File: config.mk
export PLATFORM = sky130hd
export DESIGN_NAME = nsum_requester
export DESIGN_NICKNAME = d
export VERILOG_FILES = /design/src/rtl/nsum_pkg.sv /design/src/rtl/nsum_req_fifo.sv /design/src/rtl/nsum_requester.sv
export SDC_FILE = /design/constraint.sdc
export NUM_CORES = 1
export LEC_CHECK = 0
export ABC_AREA = 1
export BUFFER_PORTS_ARGS = -buffer_cell sky130_fd_sc_hd__buf_2
export CORE_MARGIN = 4
export CORE_UTILIZATION = 35
export DETAILED_ROUTE_END_ITERATION = 12
export PLACE_DENSITY_LB_ADDON = 0.1
export SLEW_MARGIN = 10
export SYNTH_ARGS = -nofsm -noshare
export SYNTH_HDL_FRONTEND = slang
export SYNTH_SLANG_ARGS = --single-unit
File: constraint.sdc
create_clock -name clk -period 2.07 [get_ports clk]
set_input_delay 0.1035 -clock clk [delete_from_list [all_inputs] [get_ports clk]]
set_output_delay 0.1035 -clock clk [all_outputs]
set_load 0.02 [all_outputs]
File: src/rtl/nsum_pkg.sv
// nsum_pkg: shared widths, FSM state type and the golden N-sum function for
// the N-sum requester slice.
package nsum_pkg;
  localparam int N_W   = 3;
  localparam int SUM_W = 4;

  typedef enum logic [2:0] {
    IDLE, ISSUE, WAIT_SUM, ACK, DRAIN, RESULT
  } nsum_req_state_t;

  // Triangular number N*(N+1)/2, truncated to SUM_W bits.
  function automatic logic [SUM_W-1:0] nsum_golden(input logic [N_W-1:0] n);
    logic [2*N_W:0] nn;
    logic [2*N_W:0] p;
    nn = (2*N_W+1)'(n);
    p  = (nn * (nn + 1'b1)) >> 1;
    return p[SUM_W-1:0];
  endfunction
endpackage

File: src/rtl/nsum_req_fifo.sv
// nsum_req_fifo: synchronous FIFO holding pending N requests.
// Ports: clk, reset (sync, active-high), push/push_data, pop, head (first
// entry, valid when !empty), full, empty. Push while full is ignored, pop
// while empty is ignored.
module nsum_req_fifo #(
  parameter int W     = 3,
  parameter int DEPTH = 4
) (
  input  logic         clk,
  input  logic         reset,
  input  logic         push,
  input  logic [W-1:0] push_data,
  input  logic         pop,
  output logic [W-1:0] head,
  output logic         full,
  output logic         empty
);
  localparam int AW = $clog2(DEPTH);

  logic [DEPTH-1:0][W-1:0] mem;
  // Extra MSB on the pointers distinguishes full from empty.
  logic [AW:0] wp, rp;

  assign empty = (wp == rp);
  assign full  = (wp[AW] != rp[AW]) && (wp[AW-1:0] == rp[AW-1:0]);
  assign head  = mem[rp[AW-1:0]];

  always_ff @(posedge clk) begin
    if (reset) begin
      wp <= '0;
      rp <= '0;
    end else begin
      if (push && !full) begin
        mem[wp[AW-1:0]] <= push_data;
        wp <= wp + 1'b1;
      end
      if (pop && !empty) rp <= rp + 1'b1;
    end
  end
endmodule

File: src/rtl/nsum_requester.sv
// nsum_requester: buffers N requests, issues them one at a time to the N-sum
// engine (nsum_n/nsum_n_valid -> nsum_sum/nsum_sum_valid -> nsum_ack) and
// returns {n, sum} on a valid/ready result port.
// Ports: clk, reset (sync, active-high); req_valid/req_n/req_ready upstream;
// res_valid/res_ready/res_n/res_sum/res_timeout/res_mismatch/err_count
// downstream; nsum_* engine handshake; busy.
// Optional feature: define NSUM_CHECK_EN to compare each sum against the
// golden value (res_mismatch, saturating err_count). Without it both are 0.
module nsum_requester
  import nsum_pkg::*;
#(
  parameter int FIFO_DEPTH = 4,
  parameter int TIMEOUT    = 16
) (
  input  logic             clk,
  input  logic             reset,
  input  logic             req_valid,
  input  logic [N_W-1:0]   req_n,
  output logic             req_ready,
  output logic             res_valid,
  input  logic             res_ready,
  output logic [N_W-1:0]   res_n,
  output logic [SUM_W-1:0] res_sum,
  output logic             res_timeout,
  output logic             res_mismatch,
  output logic [7:0]       err_count,
  output logic [N_W-1:0]   nsum_n,
  output logic             nsum_n_valid,
  input  logic [SUM_W-1:0] nsum_sum,
  input  logic             nsum_sum_valid,
  output logic             nsum_ack,
  output logic             busy
);
  localparam int CNT_W = $clog2(TIMEOUT + 1);

  nsum_req_state_t  state;
  logic [CNT_W-1:0] cnt, cnt_nx;
  logic [SUM_W-1:0] sum_cap;
  logic [N_W-1:0]   head;
  logic             full, empty, pop;
  logic             tmo_hit, done_hit, chk_mm;

  assign req_ready = !full;
  assign pop       = (state == IDLE) && !empty;
  assign busy      = (state != IDLE) || !empty;

  nsum_req_fifo #(.W(N_W), .DEPTH(FIFO_DEPTH)) u_fifo (
    .clk       (clk),
    .reset     (reset),
    .push      (req_valid && !full),
    .push_data (req_n),
    .pop       (pop),
    .head      (head),
    .full      (full),
    .empty     (empty)
  );

  // A sum arriving in the same cycle as the deadline takes priority.
  assign cnt_nx   = cnt + 1'b1;
  assign tmo_hit  = (state == WAIT_SUM) && !nsum_sum_valid && (cnt_nx == CNT_W'(TIMEOUT));
  // The engine holds sum_valid one cycle past Ack; DRAIN waits that out.
  assign done_hit = (state == DRAIN) && !nsum_sum_valid;

`ifdef NSUM_CHECK_EN
  assign chk_mm = (sum_cap != nsum_golden(nsum_n));

  always_ff @(posedge clk) begin
    if (reset) err_count <= '0;
    else if ((tmo_hit || (done_hit && chk_mm)) && err_count != 8'hFF)
      err_count <= err_count + 1'b1;
  end
`else
  assign chk_mm    = 1'b0;
  assign err_count = '0;
`endif

  always_ff @(posedge clk) begin
    if (reset) begin
      state        <= IDLE;
      cnt          <= '0;
      sum_cap      <= '0;
      nsum_n       <= '0;
      nsum_n_valid <= 1'b0;
      nsum_ack     <= 1'b0;
      res_valid    <= 1'b0;
      res_n        <= '0;
      res_sum      <= '0;
      res_timeout  <= 1'b0;
      res_mismatch <= 1'b0;
    end else begin
      nsum_n_valid <= 1'b0;
      nsum_ack     <= 1'b0;
      case (state)
        IDLE: if (!empty) begin
          if (head == '0) begin
            // The engine never terminates on N=0, so answer locally.
            res_n     <= '0;
            res_sum   <= '0;
            res_valid <= 1'b1;
            state     <= RESULT;
          end else begin
            nsum_n       <= head;
            nsum_n_valid <= 1'b1;
            state        <= ISSUE;
          end
        end
        ISSUE: begin
          cnt   <= '0;
          state <= WAIT_SUM;
        end
        WAIT_SUM: begin
          if (nsum_sum_valid) begin
            sum_cap  <= nsum_sum;
            nsum_ack <= 1'b1;
            state    <= ACK;
          end else begin
            cnt <= cnt_nx;
            if (tmo_hit) begin
              res_n       <= nsum_n;
              res_sum     <= '0;
              res_timeout <= 1'b1;
              res_valid   <= 1'b1;
              state       <= RESULT;
            end
          end
        end
        ACK: state <= DRAIN;
        DRAIN: if (done_hit) begin
          res_n        <= nsum_n;
          res_sum      <= sum_cap;
          res_mismatch <= chk_mm;
          res_valid    <= 1'b1;
          state        <= RESULT;
        end
        RESULT: if (res_ready) begin
          res_valid    <= 1'b0;
          res_n        <= '0;
          res_sum      <= '0;
          res_timeout  <= 1'b0;
          res_mismatch <= 1'b0;
          state        <= IDLE;
        end
        default: state <= IDLE;
      endcase
    end
  end
endmodule

==> run metrics, run 1 <==
postcts setup bufs 0; initial cell density of the core between 30% and 40%; Ys Warns 0; Flop pwr share 38.1%; XOR/XNOR Fraction of Synth Area 1.136%; clock share of power 15.8%; H-tree Lvls 2; CTS tree yes; clock insertion delay at the later pin of the skew report between 200 and 300 ps; number of cell rows 28; Fmax 578.0 MHz; biggest area consumer among synthesized cells dfxtp_1; Worst setup EP type register; combinational share of power 46.1%; Pleak 1.160 nW; DP Wirelength 3357 um; Fillers 659; adder-cell area share of the yosys netlist under 10%; most common cell after layout, fill and taps aside nand2_1; startpoint types register; drt first-iter violations 55; Tmin final 1730 ps; antenna cells 0; post-route cell area about 0.0025 mm2; number of synthesized flops with an enable pin 12; CP required 2040 ps; WS Path Type reg2reg; Die ar. 0.007629 mm2; CTS Buffer Depth 2; Syn Area/Cell 7.677 um2; hold crit path type in2reg; Worst IR Drop VDD 483.0 uV; Avg WL per Cell 11.27 um; Cell Pwr Density 1332 mW/mm2; layout cells sized above 1 16.35%; Synth area leaders dfxtp_1 29%, edfxtp_1 16%, nand2_1 13%; async set-or-reset flop fraction in the synthesized netlist 0%; Die Wd 87.35 um; CP arrival about 1700 ps; CP Max Fanout 9; Fin Hold WS 35.77 ps; status complete, no violations; highest-count cells in the layout ignoring fill and taps 74 x nand2_1, 41 x inv_1, 32 x dfxtp_1; synthesis-stage register bit count 44; IO Port Bufs 27; Fin Setup TNS 0 ps; # IOs 37; Fin. Hold Viols 0; global-route usage over all layers 12.54%; Distinct cells, synth 29; largest net degree at the start of global routing 23; clock root buffer master clkbuf_8; drc violations 0; Synth Flop Type dfxtp_1; post_cts resized 0; Syn-to-layout area delta 11.58%; Switching Share 44.78%; final setup vio count 0; CTS Buf Count 5; main combinational cell family by area after synthesis simple AND/OR/NAND/NOR gates; Final period util 83.58%; max cap viols 0; DR vias/cell 4.496; initial antenna violation count 0; dpl ws between 300 and 400 ps; Internal 1.808 mW; vias after detailed routing roughly 1800; Setup Skew approximately 9 ps; PnR worst setup slack roughly 340 ps; Routed Antenna Nets 0; Sw Pwr 1.466 mW; wirelength, routed roughly 4400 um; R2R cell count 9; WHS Path Cells 1; clk slew on worst S/H paths 80 ps; CTS Hold Bufs 0; Compound-Gate Fraction of Synth Area ~10%; Initial DRT Pass Iterations 4; Simple-Gate Fraction of Synth Area 27.71%; first-pass GRT wire length 7514 um; CTS Sinks 44; Post-Synthesis Cell Area 0.002203 mm2; Finished Layout Cells ~400; pins over their slew limit 0; GPL Wtd Cong 0.7448; multiplexer area fraction after synthesis 0%; Core ar. 0.006026 mm2; DIE HEIGHT 87.35 um; Syn Inst Count 287; top-area cell type share of the netlist area 29.07%; Remaining Overflow, GRT 0; unrepaired setup endpoints after global routing no; nets approximately 340; Placement Cell Area approximately 0.0024 mm2; # placed instances 385; number of global-route vias before repair ~1700; sequential area share after synthesis around 45%
-- power by group through the flow --
stage,Combinational (mW),Clock (mW),Sequential [mW]
4_1_cts,1.54,0.543,1.25
3_5_place_dp,1.53,0,1.27
2_1_floorplan,1.15,0,1.31
3_3_place_gp,1.53,0,1.27
6_report,1.51,0.517,1.25
5_1_grt,1.76,0.576,1.28
-- worst paths after layout --
kind / from / to / slack (ps)
worst min register to register: sum_cap[0] / sum_cap[0] / 460
worst max-delay path: u_fifo.rp[0] / u_fifo.mem[7] / 340
worst min-delay path: req_n[0] / u_fifo.mem[3] / 40
worst max register to register: u_fifo.rp[0] / u_fifo.mem[7] / 340
-- cell usage after synthesis (all sizes together), types with 2 or more instances --
cell type,count
nand2,77
inv,43
dfxtp,32
nor2,30
nand3,25
a21oi,21
o21ai,16
edfxtp,12
buf,11
ha,7
clkbuf,2
nand4,2
xnor2,2
-- kinds of logic after synthesis --
group	Yosys count
XOR/XNOR	2
adder cells (fa/ha/maj)	7
buffers and inverters	56
flip-flops	44
AND/OR/NAND/NOR	136
AO/OA/AOI/OAI	41
other	1
-- worst max-delay path, stage by stage (launching register included) --
cell,delay (ps)
dfxtp_1,400
inv_2,170
nand2_1,60
nand2_1,80
nor2_2,50
nand2_1,80
nand2_1,120
inv_1,110
nand2_1,100
nor2_1,250
-- layout make-up --
class / instances / area, um2 / area share (%)
sequential: 44 / 1001 / 40.71
multi-input combinational: 195 / 977.2 / 39.75
tap: 75 / 93.84 / 3.817
clock buffer: 5 / 68.82 / 2.799
timing repair buffer: 28 / 142.6 / 5.802
clock inverter: 3 / 13.76 / 0.5598
inverter: 43 / 161.4 / 6.565
-- per-stage QoR --
step                util (%)  total power, mW
floorplan                  -            2.459
global placement       39.43            2.793
detailed placement     39.43            2.798
CTS                    40.80            3.326
global route           40.80            3.609
finish                 40.80            3.274
-- registers in the layout, summed over array words and instances, names as in the netlist, 3 cells and up --
signal      cells
res_n           3
u_fifo.wp       3
cnt             5
u_fifo.rp       3
state           3
nsum_n          3
sum_cap         4
u_fifo.mem     12
res_sum         4
-- per-layer routing --
metal / GRT usage, % / wire length [um] / part of all wire (%) / up-vias
met3: 3.595 / 242 / 5.5 / 7
met4: 3.766 / 53 / 1.2 / 0
met1: 16.17 / 2140 / 48 / 770
met2: 20.27 / 1992 / 45 / 38
li1: - / - / - / 952
met5: 0 / 0 / 0 / -
Power figures use the tool's default switching activity.
==> run 2: changes to the inputs <==
clock period = 1.6 ns   (was 2.07 ns; I/O delays follow)
==> run metrics, run 2 (same netlist as run 1, synthesis figures left out) <==
status complete, no violations; Core ar. 0.006026 mm2 (unchanged); CTS tree yes; CTS Buf Count 5 (unchanged); Switching Share 42.01% (-2.8 points); WS Path Type reg2reg; R2R cell count 11 (+2); Final period util 92.97% (+9.4 points); Remaining Overflow, GRT 0 (unchanged); Initial DRT Pass Iterations 4 (unchanged); global-route usage over all layers 13.42% (+0.88 points); Pleak 1.333 nW (+15%); layout cells sized above 1 33.14% (+17 points); combinational share of power 53.2% (+7.1 points); Fmax 672.2 MHz (+16%); CP arrival 1680 ps (-20 ps); number of flip-flops in the largest register 12 (unchanged); final setup vio count 0 (unchanged); antenna cells 0 (unchanged); wirelength, routed 4847 um (+9.5%); DR vias/cell 4.485 (-0.26%); Setup Skew 5.970 ps (-3.089 ps); IO Port Bufs 27 (unchanged); GPL Wtd Cong 0.8277 (+11%); Fin Hold WS 15.67 ps (-20.10 ps); largest net degree at the start of global routing 14 (-39%); clk slew on worst S/H paths 80 ps (about the same); CP required 1790 ps (-250 ps); Avg WL per Cell 11.40 um (+1.2%); initial antenna violation count 0 (unchanged); clock share of power 15.5% (-0.3 points); Tmin final 1488 ps (-242.4 ps); reg2reg start cnt[1]; clock root buffer master clkbuf_8; hold crit path type in2reg; reg-to-reg endpoint res_n[2]; R2R Setup Slk 110 ps (-230 ps); number of global-route vias before repair 1778 (+7.3%); H-tree Lvls 2 (unchanged); number of cell rows 28 (unchanged); initial cell density of the core 36.57% (unchanged); Die ar. 0.007629 mm2 (unchanged); clock insertion delay at the later pin of the skew report 290 ps (about the same); Cell Pwr Density 1801 mW/mm2 (+35%); nets 368 (+9.5%); CTS Buffer Depth 2 (unchanged); # IOs 37 (unchanged); post-route cell area 0.002890 mm2 (+18%); max cap viols 0 (unchanged); drt first-iter violations 40 (-27%); DP Wirelength 3628 um (+8.1%); Fin. Hold Viols 0 (unchanged); Worst setup EP type register; drc violations 0 (unchanged); overall power 5.204 mW (+59%); pins over their slew limit 0 (unchanged); Internal 3.018 mW (+67%); DIE HEIGHT 87.35 um (unchanged); highest-count cells in the layout ignoring fill and taps 64 x nand2_1, 40 x inv_1, 29 x buf_4; Worst Hold Path EP u_fifo.mem[0]; Flop pwr share 31.3% (-6.8 points); CP Max Fanout 6 (-3); CTS Sinks 44 (unchanged); Syn-to-layout area delta 31.18%; most common cell after layout, fill and taps aside nand2_1; startpoint types register; WHS Path Cells 1 (unchanged); Sw Pwr 2.186 mW (+49%); Routed Antenna Nets 0 (unchanged); Placement Cell Area 0.002551 mm2 (+7.4%); hold path startpoint req_n[0]; Fillers 627 (-4.9%); Worst IR Drop VDD 855.4 uV (+77%); first-pass GRT wire length 8107 um (+7.9%); vias after detailed routing 1906 (+7.9%); Die Wd 87.35 um (unchanged)
-- run 2: how the worst max path moves through the flow --
stage                       startpoint       endpoint  slack [ps]  cells past startpoint
final                           cnt[1]       res_n[2]         110                     11
after global routing            cnt[1]       res_n[0]         -30                     11
after CTS                 u_fifo.rp[0]           busy         0.8                      8
after detailed placement        cnt[1]     res_sum[2]         -80                     10
after global placement          cnt[1]     res_sum[2]           3                     10
after floorplan           u_fifo.rp[0]  u_fifo.mem[0]          10                     10
-- run 2: layer usage --
metal	part of all wire [%]	up-vias	track usage [%]
li1	-	1026	-
met1	47	839	17.38
met2	48	36	22.19
met3	4.3	5	2.933
met4	0.93	0	4.184
met5	0	-	0
-- run 2: repair_timing --
action,4_1_cts,5_1_grt
gates cloned,0,1
pin swaps,0,13
hold endpoints to repair,0,4
buffers inserted,1,6
endpoints found under the setup margin,10,24
hold buffers,0,1
resized for setup,8,42
-- run 2: metrics by stage --
step	worst slack [ps]	std cells	setup TNS, ps	utilization [%]
floorplan	12.04	295	0	-
global placement	3.227	408	0	42.34
detailed placement	-77.09	408	-452.1	42.34
CTS	0.8048	417	0	44.50
global route	-27.63	425	-125.8	47.97
finish	112.4	425	0	47.97
-- run 2: cell type report --
class	count	area, um2	area share [%]
multi-input combinational	196	1111	38.44
sequential	44	1021	35.32
timing repair buffer	59	391.6	13.55
inverter	43	166.4	5.758
tap	75	93.84	3.247
clock buffer	5	68.82	2.381
clock inverter	3	37.54	1.299
-- run 2: worst max-delay path, stage by stage, from the launching register on --
cell and delay (ps):
dfxtp_4 370, ha_4 140, inv_1 40, nand2_1 80, nand3_2 100, nor2_4 100, nand3_2 110, nand2_4 140
buf_4 130, nand3_1 70, nand2_1 70, nor2_1 40
-- run 2: power by group through the flow --
stage          logic [mW]  registers [mW]  clock network [mW]
2_1_floorplan        1.49            1.69                   0
3_3_place_gp         2.32            1.61                   0
3_5_place_dp         2.34            1.61                   0
4_1_cts              2.37            1.59               0.836
5_1_grt              3.15            1.66               0.888
6_report             2.77            1.63               0.809
==> run 3: changes to the inputs <==
CORE_UTILIZATION = 40   (was 35)
==> run metrics, run 3 (same netlist as run 1, synthesis figures left out) <==
status complete, no violations; WS Path Type reg2reg; initial cell density of the core 42.07% (+5.5 points); Remaining Overflow, GRT 0 (unchanged); DR vias/cell 4.631 (+3.3%); Syn-to-layout area delta 34.47%; Core ar. 0.005238 mm2 (-13%); Die Wd 82.22 um (-5.9%); number of global-route vias before repair 1917 (+7.8%); GPL Wtd Cong 0.7640 (-7.7%); Fin Hold WS 31.59 ps (+15.92 ps); final setup vio count 0 (unchanged); wirelength, routed 4928 um (+1.7%); DP Wirelength 3512 um (-3.2%); GRT met3 Usage 4.013% (+1.1 points); Finished Layout Cells 423 (-0.47%); GR peak layer met2; drt first-iter violations 66 (+65%); CP arrival 1730 ps (+50 ps); Pleak 1.370 nW (+2.7%); CP Max Fanout 7 (+1); DIE HEIGHT 82.22 um (-5.9%); met1 Track Usage GR 17.23% (-0.15 points); CTS Buf Count 5 (unchanged); Tmin final 1494 ps (+6.436 ps); max cap viols 0 (unchanged); clk slew on worst S/H paths 90 ps (about the same); Initial DRT Pass Iterations 4 (unchanged); Cell Pwr Density 1844 mW/mm2 (+2.4%); highest-count cells in the layout ignoring fill and taps 59 x nand2_1, 38 x inv_1, 30 x buf_4; # IOs 37 (unchanged); number of flip-flops in the largest register 12 (unchanged); CTS Sinks 44 (unchanged); Worst setup EP type register; IO Port Bufs 27 (unchanged); global-route usage over all layers 15.67% (+2.2 points); Avg WL per Cell 11.65 um (+2.2%); routing usage on met2 29.01% (+6.8 points); CP required 1840 ps (+50 ps); hold crit path type in2reg; antenna cells 0 (unchanged); largest net degree at the start of global routing 23 (+9); unrepaired setup endpoints after global routing yes; final core utilization 56.57% (+8.6 points); CTS Buffer Depth 2 (unchanged); H-tree Lvls 2 (unchanged); Fin. Hold Viols 0 (unchanged); pins over their slew limit 0 (unchanged); number of cell rows 26 (-7.1%); most common cell after layout, fill and taps aside nand2_1; CTS tree yes; # placed instances 407 (-0.25%); initial antenna violation count 0 (unchanged); Setup Skew 8.759 ps (+2.789 ps); vias after detailed routing 1959 (+2.8%); clock insertion delay at the later pin of the skew report 290 ps (about the same); layout cells sized above 1 34.28% (+1.1 points); first-pass GRT wire length 8100 um (about the same); Final period util 93.38% (+0.40 points); Routed Antenna Nets 0 (unchanged); drc violations 0 (unchanged); clock root buffer master clkbuf_8; Fin Setup TNS 0 ps (unchanged); Worst IR Drop VDD 820.4 uV (-4.1%); Fmax 669.3 MHz (-0.43%); nets 371 (+0.82%); Die ar. 0.006760 mm2 (-11%); startpoint types register
## run 3: timing repair
item,CTS,global route
hold endpoints to repair,12,0
pin swaps,2,17
gates cloned,0,1
gates resized for setup,9,48
endpoints found under the setup margin,8,25
hold buffers,3,0
setup buffers,2,3
## run 3: worst max-delay path, cell delays in order, from the launching register on
cell,delay (ps)
dfxtp_4,380
ha_4,170
inv_2,40
nand2_2,60
nand3_2,80
nor2_4,110
nand3_2,110
nand2_4,150
nand3_4,120
nand2_1,80
inv_1,40
nor2_1,100
## run 3: area by class of cell
| cell class | instances | area, um2 |
|---|---|---|
| clock inverter | 2 | 60.06 |
| multi-input combinational | 196 | 1137 |
| timing repair buffer | 62 | 419.2 |
| sequential | 44 | 1020 |
| clock buffer | 6 | 72.57 |
| inverter | 43 | 166.4 |
| fill | 516 | 2275 |
| tap | 70 | 87.58 |
## run 3: path summary, 6_finish.rpt
path / start / to / slack, ps / cells past startpoint
worst max-delay path: cnt[1] / res_n[2] / 110 / 11
worst min-delay path: nsum_sum[1] / sum_cap[1] / 30 / 3
worst max register to register: cnt[1] / res_n[2] / 110 / 11
worst min register to register: res_timeout / res_timeout / 450 / 2
## run 3: power breakdown
group / switching [mW] / internal (mW) / total [mW]
logic: 1.64 / 1.15 / 2.79
clock network: 0.383 / 0.624 / 1.01
registers: 0.250 / 1.42 / 1.67
## run 3: per-stage QoR
stage / total power, mW / worst slack [ps] / area, um2
3_3_place_gp: 3.930 / 8.657 / 2575
2_1_floorplan: 3.185 / 12.04 / 2236
3_5_place_dp: 3.946 / -44.47 / 2575
5_1_grt: 5.977 / -17.45 / 2963
4_1_cts: 5.053 / 4.956 / 2771
6_report: 5.464 / 106.0 / 2963
## run 3: metal layers
metal / wire length [um] / up-vias / part of all wire [%]
met1: 2156 / 901 / 44
met4: 23 / 0 / 0.47
met2: 2584 / 29 / 52
met5: 0 / - / 0
li1: - / 1027 / -
met3: 164 / 2 / 3.3
